### config.mk
export PLATFORM = sky130hd
export DESIGN_NAME = dff_pipe
export DESIGN_NICKNAME = d
export VERILOG_FILES = /design/src/rtl/dff_pipe_pkg.sv /design/src/rtl/dff_pipe_stage.sv /design/src/rtl/dff_pipe.sv
export SDC_FILE = /design/constraint.sdc
export NUM_CORES = 1
export LEC_CHECK = 0
export ABC_AREA = 1
export CORE_ASPECT_RATIO = 0.75
export CORE_MARGIN = 3
export CORE_UTILIZATION = 51
export DETAILED_ROUTE_END_ITERATION = 8
export PLACE_DENSITY = 0.77
export SLEW_MARGIN = 10
export SYNTH_ARGS = -nofsm -noshare
export SYNTH_HDL_FRONTEND = slang
export SYNTH_SLANG_ARGS = --single-unit
### constraint.sdc
create_clock -name clk -period 2.6 [get_ports clk]
set_input_delay 0.78 -clock clk [delete_from_list [all_inputs] [get_ports clk]]
set_output_delay 0.78 -clock clk [all_outputs]
set_load 0.02 [all_outputs]
### src/rtl/dff_pipe_pkg.sv
// Shared defaults and sizing helper for the dff_pipe register pipeline.
package dff_pipe_pkg;

    localparam int DFF_PIPE_WIDTH = 8;
    localparam int DFF_PIPE_DEPTH = 4;

    // Bits needed to count 0..depth valid stages.
    function automatic int occ_width(input int depth);
        return $clog2(depth + 1);
    endfunction

endpackage

### src/rtl/dff_pipe_stage.sv
// One pipeline slot: a valid bit plus a data word, loaded from upstream and
// emptied when its word moves downstream.
module dff_pipe_stage
    import dff_pipe_pkg::*;
#(
    parameter int               WIDTH   = DFF_PIPE_WIDTH,
    parameter logic [WIDTH-1:0] RST_VAL = '0
) (
    input  logic             clk,
    input  logic             rst,
    input  logic             flush,
    input  logic             load,
    input  logic [WIDTH-1:0] load_data,
    input  logic             advance,
    output logic             valid,
    output logic [WIDTH-1:0] data
);

    // A load wins over an advance so a moving stage refills in the same cycle;
    // data is left untouched when the slot empties.
    always_ff @(posedge clk or negedge rst) begin
        if (!rst) begin
            valid <= 1'b0;
            data  <= RST_VAL;
        end else begin
            if (flush) begin
                valid <= 1'b0;
            end else if (load) begin
                valid <= 1'b1;
            end else if (advance) begin
                valid <= 1'b0;
            end
            if (load && !flush) begin
                data <= load_data;
            end
        end
    end

endmodule

### src/rtl/dff_pipe.sv
// Elastic register pipeline of DEPTH valid/data stages with bubble collapse,
// backpressure, synchronous flush and an occupancy count.
module dff_pipe
    import dff_pipe_pkg::*;
#(
    parameter int               WIDTH   = DFF_PIPE_WIDTH,
    parameter int               DEPTH   = DFF_PIPE_DEPTH,
    parameter logic [WIDTH-1:0] RST_VAL = '0
) (
    input  logic                        clk,
    input  logic                        rst,
    input  logic                        in_valid,
    input  logic [WIDTH-1:0]            in_data,
    output logic                        in_ready,
    output logic                        out_valid,
    output logic [WIDTH-1:0]            out_data,
    input  logic                        out_ready,
    input  logic                        flush,
    output logic [occ_width(DEPTH)-1:0] occupancy
);

    localparam int OCC_W = occ_width(DEPTH);

    logic [DEPTH-1:0] valid;
    logic [WIDTH-1:0] stage_data [DEPTH];
    logic [DEPTH-1:0] adv;
    logic [DEPTH-1:0] load;
    logic [DEPTH:0]   down_free;

    // Ready ripples from the output back to the input: a stage may move when
    // the slot below it is empty or is itself moving this cycle.
    always_comb begin
        down_free        = '0;
        adv              = '0;
        down_free[DEPTH] = out_ready;
        for (int i = DEPTH - 1; i >= 0; i--) begin
            adv[i]       = valid[i] & down_free[i + 1];
            down_free[i] = ~valid[i] | adv[i];
        end
    end

    assign in_ready = down_free[0] & ~flush;

    always_comb begin
        load    = '0;
        load[0] = in_valid & in_ready;
        for (int i = 1; i < DEPTH; i++) begin
            load[i] = adv[i - 1];
        end
    end

    for (genvar i = 0; i < DEPTH; i++) begin : g_stage
        logic [WIDTH-1:0] src;
        if (i == 0) begin : g_head
            assign src = in_data;
        end else begin : g_body
            assign src = stage_data[i - 1];
        end

        dff_pipe_stage #(
            .WIDTH   (WIDTH),
            .RST_VAL (RST_VAL)
        ) u_stage (
            .clk       (clk),
            .rst       (rst),
            .flush     (flush),
            .load      (load[i]),
            .load_data (src),
            .advance   (adv[i]),
            .valid     (valid[i]),
            .data      (stage_data[i])
        );
    end

    assign out_valid = valid[DEPTH - 1];
    assign out_data  = stage_data[DEPTH - 1];

    always_comb begin
        occupancy = '0;
        for (int i = 0; i < DEPTH; i++) begin
            occupancy = occupancy + OCC_W'(valid[i]);
        end
    end

endmodule

; Word-level counts from Yosys, hierarchy flattened
; Cells that the tools add are included.
[op_classes]
n_addsub = 3
n_mux = 12
bitwise_logic = 15
reduce_logical = 9
[ops]
columns = cell, count
row1 = $mux 1, 12
row2 = $reduce_bool 3->1, 4
row3 = $and 1x1->1, 6
row4 = $not 1->1, 5
row5 = $logic_and 1x1->1, 4
row6 = $or 1x1->1, 4
row7 = $add 2x1->3, 1
row8 = $add 3x1->3, 1
row9 = $add 1x1->2, 1
row10 = $logic_not 1->1, 1
[word_totals]
ff_bits = 36
inputBits = 13
out_inout_bits = 13
wordCells = 47

; Logic depth before layout (Yosys ltp)
; Gate-level depths: netlist (run 1).
[logic_depth]
word_depth = 12
depth_mapped = 7
mapped_depth_nobuf = 6

; Cells and area by module
; From an unflattened synthesis (run 1), not the netlist that was laid out.
[unflattened]
hier_cells = 180
hier_area_um2 = 1631.6
[by_module_without_submodules]
columns = module, n_inst, cells_each, area_each_um2, seq_area_each_um2
row1 = dff_pipe_stage, 4, 39, 374.1, 225.2
row2 = dff_pipe, 1, 24, 135.1, 0.0

; Worst setup path after synthesis (run 1)
; Ideal clock, no wire load.
[synth_timing]
path_type = register -> output
startpoint = register g_stage[3].u_stage.valid
endpoint = output occupancy[1]
t_arrival_ns = 1.628
required_time_ns = 1.820
slack_ns = 0.192
path_stages_with_launch = 6
path_buffers = 0
cell_sequence = dfrtp_1 inv_2 fa_1 inv_1 ha_1 ha_1
[synth_between]
elab_chain_cells = 1
[synth_rtl]
columns = element, line_no
row1 = "start, declared", dff_pipe_stage.sv:15  ; output logic valid,
row2 = "start signal, assigned", dff_pipe_stage.sv:23  ; valid <= 1'b0;
row3 = "start signal, assigned", dff_pipe_stage.sv:27  ; valid <= 1'b0;
row4 = "start signal, assigned", dff_pipe_stage.sv:29  ; valid <= 1'b1;
row5 = $add 3x1->3, dff_pipe.sv:81  ; occupancy = occupancy + OCC_W'(valid[i]);
row6 = "end, declared", dff_pipe.sv:19  ; output logic [occ_width(DEPTH)-1:0] occupancy
; Every way passes these cells.

; Final worst setup path (run 1)
[layout_timing]
startpoint = register g_stage[1].u_stage.valid
endpoint = output occupancy[1]
[layout_between]
elab_chain_cells = 3
[layout_rtl]
columns = element, line_no
row1 = "start, declared", dff_pipe_stage.sv:15
row2 = "start signal, assigned", dff_pipe_stage.sv:23
row3 = "start signal, assigned", dff_pipe_stage.sv:27
row4 = "start signal, assigned", dff_pipe_stage.sv:29
row5 = $add 1x1->2, dff_pipe.sv:81
row6 = $add 2x1->3, dff_pipe.sv:81
row7 = $add 3x1->3, dff_pipe.sv:81
; Every way passes these cells.

==> out/summary.txt, run 1 <==
Final Max Slew Viols -> 0
clk_lat worst skew -> 0.29 ns
clock skew -> 0.00571 ns
sw frac -> 26.8%
CP startpoint kind -> flip-flop
register bit total from synthesis -> 36
Required @ worst endpoint -> 1.82 ns
Starting Density -> 56.2%
CTS root buf -> clkbuf_8
TNS Setup -> 0 ns
yosys warns -> 0
Slew HR -> 71.1%
Syn Area/Cell -> 9.93 µm²
DRT antenna net count -> 0
max frequency -> 385 MHz
Tcrit/Tclk final -> 99.8%
Critical Path Fanout Max -> 2
Synth Area in Adders -> 2.95%
Worst-path clk slew -> 0.06 ns
number of clock buffers inserted by TritonCTS -> 5
TritonCTS Sinks -> 36
Reg2Reg Depth -> 8
HPWL after DPL -> 1950 µm
DRT Pass-1 Iters -> 4
placed instance count -> 218
layout cells sized above 1 -> 20.1%
Worst Hold Depth -> 2
Starting DRT DRC Count -> 51
worst endpoint data arrival time -> 1.81 ns
placer congestion estimate -> 0.747
vias per cell -> 4.83
maxcap violations -> 0
synth unique cells -> 22
Post-Synthesis Cells -> 154
first-pass GRT wire length -> 4670 µm
kind of critical path -> flip-flop to primary output
commonest non-fill, non-tap cell in the layout -> dfrtp_1
Simple-Gate Fraction of Synth Area -> 18.7%
Fin. Hold Viols -> 0
post-place setup slack -> -0.328 ns
Yosys top cell area share -> 58.9%
Max clock buf depth -> 2
floorplan core area -> 0.00272 mm²
Hold WC Path Type -> flip-flop to flip-flop
routed vias -> 1112
syn_nets -> 170
final std cells w/o fill -> 230
endpoints failing setup -> 0
Power Internal -> 1100 µW
Leakage -> 0.000998 µW
compound-cell area share of the yosys netlist -> 10.8%
post-layout min period -> 2.59 ns
die area -> 0.00370 mm²
mux cell area share after synthesis -> 0%
Rows -> 16
H-tree depth -> 2
sequential area share after synthesis -> 58.9%
Port Buffers -> 25
Top Ports -> 26
Layout Nets -> 209
layout overhead on the synthesized area -> 30.4%
hold_ws -> 0.474 ns
GR Util All Layers -> 16.9%
drt total wl -> 2720 µm
CTS Hold Buffers Added -> 0
total gr overflow -> 0
Synth Area in XOR/XNOR -> 0%
die width -> 69.2 µm
drt drc -> 0
Synth area leaders -> dfrtp_1 (59%), nand2_1 (7.6%), inv_1 (5.4%)
post-synth top area cell -> dfrtp_1
Flop pwr share -> 48.0%
Cell Pwr Density -> 755 mW/mm²
die height -> 53.4 µm
most frequent cells in the layout -> dfrtp_1 (36), nand2_1 (31), inv_1 (21), clkdlybuf4s50_1 (21), o21ai_0 (16)
Cell Area, Synth -> 0.00153 mm²
routed len/inst -> 11.8 µm
initial antenna violation count -> 0
Worst Setup End Kind -> primary output
CTS tree -> built
Clock Power Share -> 31.2%
final worst setup slack -> 0.00596 ns
largest net degree at the start of global routing -> 37
Slew @ Worst Pin -> 0.433 ns
Logic pwr share -> 20.8%
total power draw -> 1500 µW
Worst IR Drop VDD -> 0.466 mV
ANT cells -> 0
Net Sw Power -> 404 µW
RSZ-0062 raised after global routing -> yes
status -> finished, final reports clean
vias in the first global route -> 1050
largest family of logic cells by synthesized area -> simple AND/OR/NAND/NOR gates
==> registers in the layout, summed over array words and instances (netlist names) <==
register and count:
g_stage.u_stage.data 32, g_stage.u_stage.valid 4
==> cell type report <==
class	count	area [µm²]
Clock inverter	2	35.0
Inverter	24	90.1
Tap cell	36	45.0
Sequential cell	36	901
Timing Repair Buffer	37	329
Clock buffer	6	72.6
Fill cell	202	729
Multi-Input combinational cell	89	520
==> worst paths after layout <==
path	startpoint	end	slack, ns
setup / recovery	g_stage[1].u_stage.valid	occupancy[1]	0.006
hold / removal	g_stage[0].u_stage.data[2]	g_stage[0].u_stage.data[2]	0.47
setup reg to reg	g_stage[3].u_stage.valid	g_stage[1].u_stage.data[5]	1.02
hold reg to reg	g_stage[0].u_stage.data[2]	g_stage[0].u_stage.data[2]	0.47
max in group asynchronous	rst	g_stage[0].u_stage.data[6]	1.38
min in group asynchronous	rst	g_stage[2].u_stage.data[5]	0.91
==> synth_stat cells (all sizes together) <==
cell type,instances
nor2,13
ha,2
nand4,9
o31ai,1
dfrtp,36
buf,3
o21ai,18
a21oi,9
clkbuf,2
inv,24
nand2,33
fa,1
nand3,3
==> routing by layer <==
metal,vias to the layer above,track usage (%),wire length [µm]
li1,569,-,-
met1,514,20.9,1230
met2,26,27.8,1310
met3,3,6.26,148
met4,0,4.87,32
met5,-,0,0
==> power by group through the flow <==
stage	logic, µW	clock network (µW)	registers [µW]
after floorplan	126	0	770
after global placement	302	0	725
after detailed placement	314	0	731
after CTS	316	480	722
after global routing	353	512	734
final	313	469	722
==> logic make-up after synthesis <==
| logic type | Yosys count |
|---|---|
| flops | 36 |
| fa+ha+maj | 3 |
| simple gates | 58 |
| buf+inv | 29 |
| compound gates | 28 |
==> metrics by stage <==
stage	area, µm²	utilization [%]
2_1_floorplan	1530	-
6_report	1990	73.2
5_1_grt	1990	73.2
4_1_cts	1960	71.9
3_5_place_dp	1840	67.6
3_3_place_gp	1840	67.6
==> repair_timing <==
action / 4_1_cts / 5_1_grt
pin swaps: 1 / 2
setup buffers: 2 / 2
resized for setup: 17 / 6
setup endpoints to repair: 4 / 3
cloned: 0 / 0
==> critical path: stages (launching register included) <==
cell	delay (ns)
dfrtp_1	0.36
inv_2	0.05
fa_1	0.53
inv_1	0.06
ha_4	0.16
ha_4	0.25
buf_6	0.10
Power figures use the tool's default switching activity.
==> run 2: changes to the inputs <==
==> constraint.sdc (replaced) <==
create_clock -name clk -period 2.6 [get_ports clk]
set_input_delay 0.78 -clock clk [delete_from_list [all_inputs] [get_ports clk]]
set_output_delay 0.78 -clock clk [all_outputs]
set_load 0.005 [all_outputs]
==> run 2 against run 1 <==
Compared with the run above:
- register-to-register slack worse by 0.02 ns
- clock-buffer cell count unchanged
- clock power about the same
- global-route usage about the same
- sequential power about the same
- highest routed layer unchanged
- total power down 3.2%
- wire length up 3.8%
- core utilization up 0.18 points
- design area up 0.25%
- first-iteration DRC count up 5.9%
- worst hold slack about the same
==> out/summary.txt, run 2 (synthesis gave the netlist of run 1 again) <==
status -> finished, final reports clean (unchanged)
Worst Hold Launch -> g_stage[0].u_stage.data[2] (unchanged)
CTS tree -> built (unchanged)
kind of critical path -> flip-flop to primary output (unchanged)
Worst Hold Depth -> 2 (unchanged)
max frequency -> 385 MHz (about the same)
worst endpoint data arrival time -> 1.81 ns (about the same)
FF-to-FF Start -> g_stage[3].u_stage.valid (unchanged)
CTS root buf -> clkbuf_8 (unchanged)
Tcrit/Tclk final -> 99.8% (about the same)
Cell Pwr Density -> 729 mW/mm² (was 755 mW/mm²)
vias per cell -> 4.86 (was 4.83)
TNS Setup -> 0 ns (unchanged)
layout overhead on the synthesized area -> 30.7% (was 30.4%)
total power draw -> 1460 µW (was 1500 µW)
total gr overflow -> 0 (unchanged)
Top Ports -> 26 (unchanged)
drt total wl -> 2830 µm (was 2720 µm)
post-place setup slack -> -0.225 ns (was -0.328 ns)
clock skew -> 0.00514 ns (was 0.00571 ns)
Hold WC Path Type -> flip-flop to flip-flop (unchanged)
die height -> 53.4 µm (unchanged)
die area -> 0.00370 mm² (unchanged)
RSZ-0062 raised after global routing -> yes (unchanged)
first-pass GRT wire length -> 4690 µm (was 4670 µm)
TritonCTS Sinks -> 36 (unchanged)
hold_ws -> 0.474 ns (about the same)
most frequent cells in the layout -> dfrtp_1 (36), nand2_1 (31), inv_1 (20), clkdlybuf4s50_1 (20), o21ai_0 (16) (was dfrtp_1 (36), nand2_1 (31), inv_1 (21), clkdlybuf4s50_1 (21), o21ai_0 (16))
Max clock buf depth -> 2 (unchanged)
commonest non-fill, non-tap cell in the layout -> dfrtp_1 (unchanged)
H-tree depth -> 2 (unchanged)
Min-Delay Endpoint -> g_stage[0].u_stage.data[2] (unchanged)
Worst IR Drop VDD -> 0.464 mV (was 0.466 mV)
post-layout min period -> 2.59 ns (about the same)
CTS Hold Buffers Added -> 0 (unchanged)
GR Util All Layers -> 16.9% (about the same)
drt drc -> 0 (unchanged)
Slew @ Worst Pin -> 0.433 ns (about the same)
Starting Density -> 56.2% (unchanged)
Final Max Slew Viols -> 0 (unchanged)
Starting DRT DRC Count -> 54 (was 51)
R2R Path End -> g_stage[1].u_stage.data[5] (unchanged)
endpoints failing setup -> 0 (unchanged)
DRT Pass-1 Iters -> 4 (unchanged)
die width -> 69.2 µm (unchanged)
HPWL after DPL -> 1950 µm (unchanged)
floorplan core area -> 0.00272 mm² (unchanged)
Rows -> 16 (unchanged)
routed vias -> 1117 (was 1112)
Leakage -> 0.000998 µW (about the same)
routed len/inst -> 12.3 µm (was 11.8 µm)
Port Buffers -> 25 (unchanged)
Layout Nets -> 209 (unchanged)
Critical Path Fanout Max -> 2 (unchanged)
biggest regs -> g_stage.u_stage.data (32), g_stage.u_stage.valid (4) (unchanged)
placer congestion estimate -> 0.747 (unchanged)
Worst Setup End Kind -> primary output (unchanged)
final worst setup slack -> 0.00576 ns (was 0.00596 ns)
Worst-path clk slew -> 0.07 ns (was 0.06 ns)
ANT cells -> 0 (unchanged)
CP startpoint kind -> flip-flop (unchanged)
largest net degree at the start of global routing -> 37 (unchanged)
maxcap violations -> 0 (unchanged)
vias in the first global route -> 1052 (was 1050)
number of clock buffers inserted by TritonCTS -> 5 (unchanged)
layout cells sized above 1 -> 19.6% (was 20.1%)
Fin. Hold Viols -> 0 (unchanged)
Slew HR -> 71.2% (was 71.1%)
Final Util -> 73.4% (was 73.2%)
Top reg by flops -> g_stage.u_stage.data (unchanged)
R2R setup slack -> 1.00 ns (was 1.02 ns)
initial antenna violation count -> 0 (unchanged)
DRT antenna net count -> 0 (unchanged)
Reg2Reg Depth -> 8 (unchanged)
Required @ worst endpoint -> 1.82 ns (about the same)
clk_lat worst skew -> 0.29 ns (about the same)
max FFs per register -> 32 (unchanged)
## run 2: final cells by class
cell class	count	area, µm²
clock buffer	6	72.6
tap	36	45.0
multi-input combinational	89	520
fill	200	724
sequential	36	901
clock inverter	2	35.0
timing repair buffer	37	334
inverter	24	90.1
## run 2: worst max path at each step
| stage | slack, ns | cells after the start | endpoint | start |
|---|---|---|---|---|
| after floorplan | 0.35 | 5 | occupancy[1] | g_stage[1].u_stage.valid |
| after global placement | -0.23 | 6 | in_ready | out_ready |
| after detailed placement | -0.23 | 6 | in_ready | out_ready |
| after CTS | -0.11 | 6 | occupancy[1] | g_stage[3].u_stage.valid |
| after global routing | -0.05 | 6 | occupancy[1] | g_stage[1].u_stage.valid |
| final | 0.006 | 6 | occupancy[1] | g_stage[1].u_stage.valid |
## run 2: critical path, stage by stage, from the launching register on
cell,delay (ns)
dfrtp_1,0.36
inv_2,0.06
fa_1,0.53
inv_1,0.06
ha_4,0.16
ha_4,0.26
buf_6,0.09
## run 2: per-layer routing
layer  wire [µm]  part of all wire (%)  track usage [%]
met1        1270                    45             21.1
met3         164                   5.8             6.26
met4          75                   2.7             4.87
met5           0                     0                0
met2        1310                    46             27.8
## run 2: power breakdown
group / leakage (µW) / internal [µW] / switching, µW
logic: 0.000501 / 147 / 119
registers: 0.000442 / 670 / 51.7
clock network: 0.0000552 / 284 / 185
total: 0.000998 / 1100 / 355
## run 2: timing repair
item	4_1_cts	5_1_grt
buffers inserted	2	2
pin swaps	1	2
setup endpoints to repair	4	3
gates resized for setup	10	7
## run 2: metrics by stage
| stage | area, µm² | std cells |
|---|---|---|
| after detailed placement | 1840 | 218 |
| final | 2000 | 230 |
| after CTS | 1960 | 228 |
| after global routing | 2000 | 230 |
| after floorplan | 1530 | 154 |
| after global placement | 1840 | 218 |
==> run 3: changes to the inputs <==
--- a/config.mk
+++ b/config.mk
@@ -6,6 +6,7 @@
 export NUM_CORES = 1
 export LEC_CHECK = 0
 export ABC_AREA = 1
+export CAP_MARGIN = 20
 export CORE_ASPECT_RATIO = 0.75
 export CORE_MARGIN = 3
 export CORE_UTILIZATION = 51
==> results of run 3 <==
Final layout, timing and power as in run 2 (identical DEF).
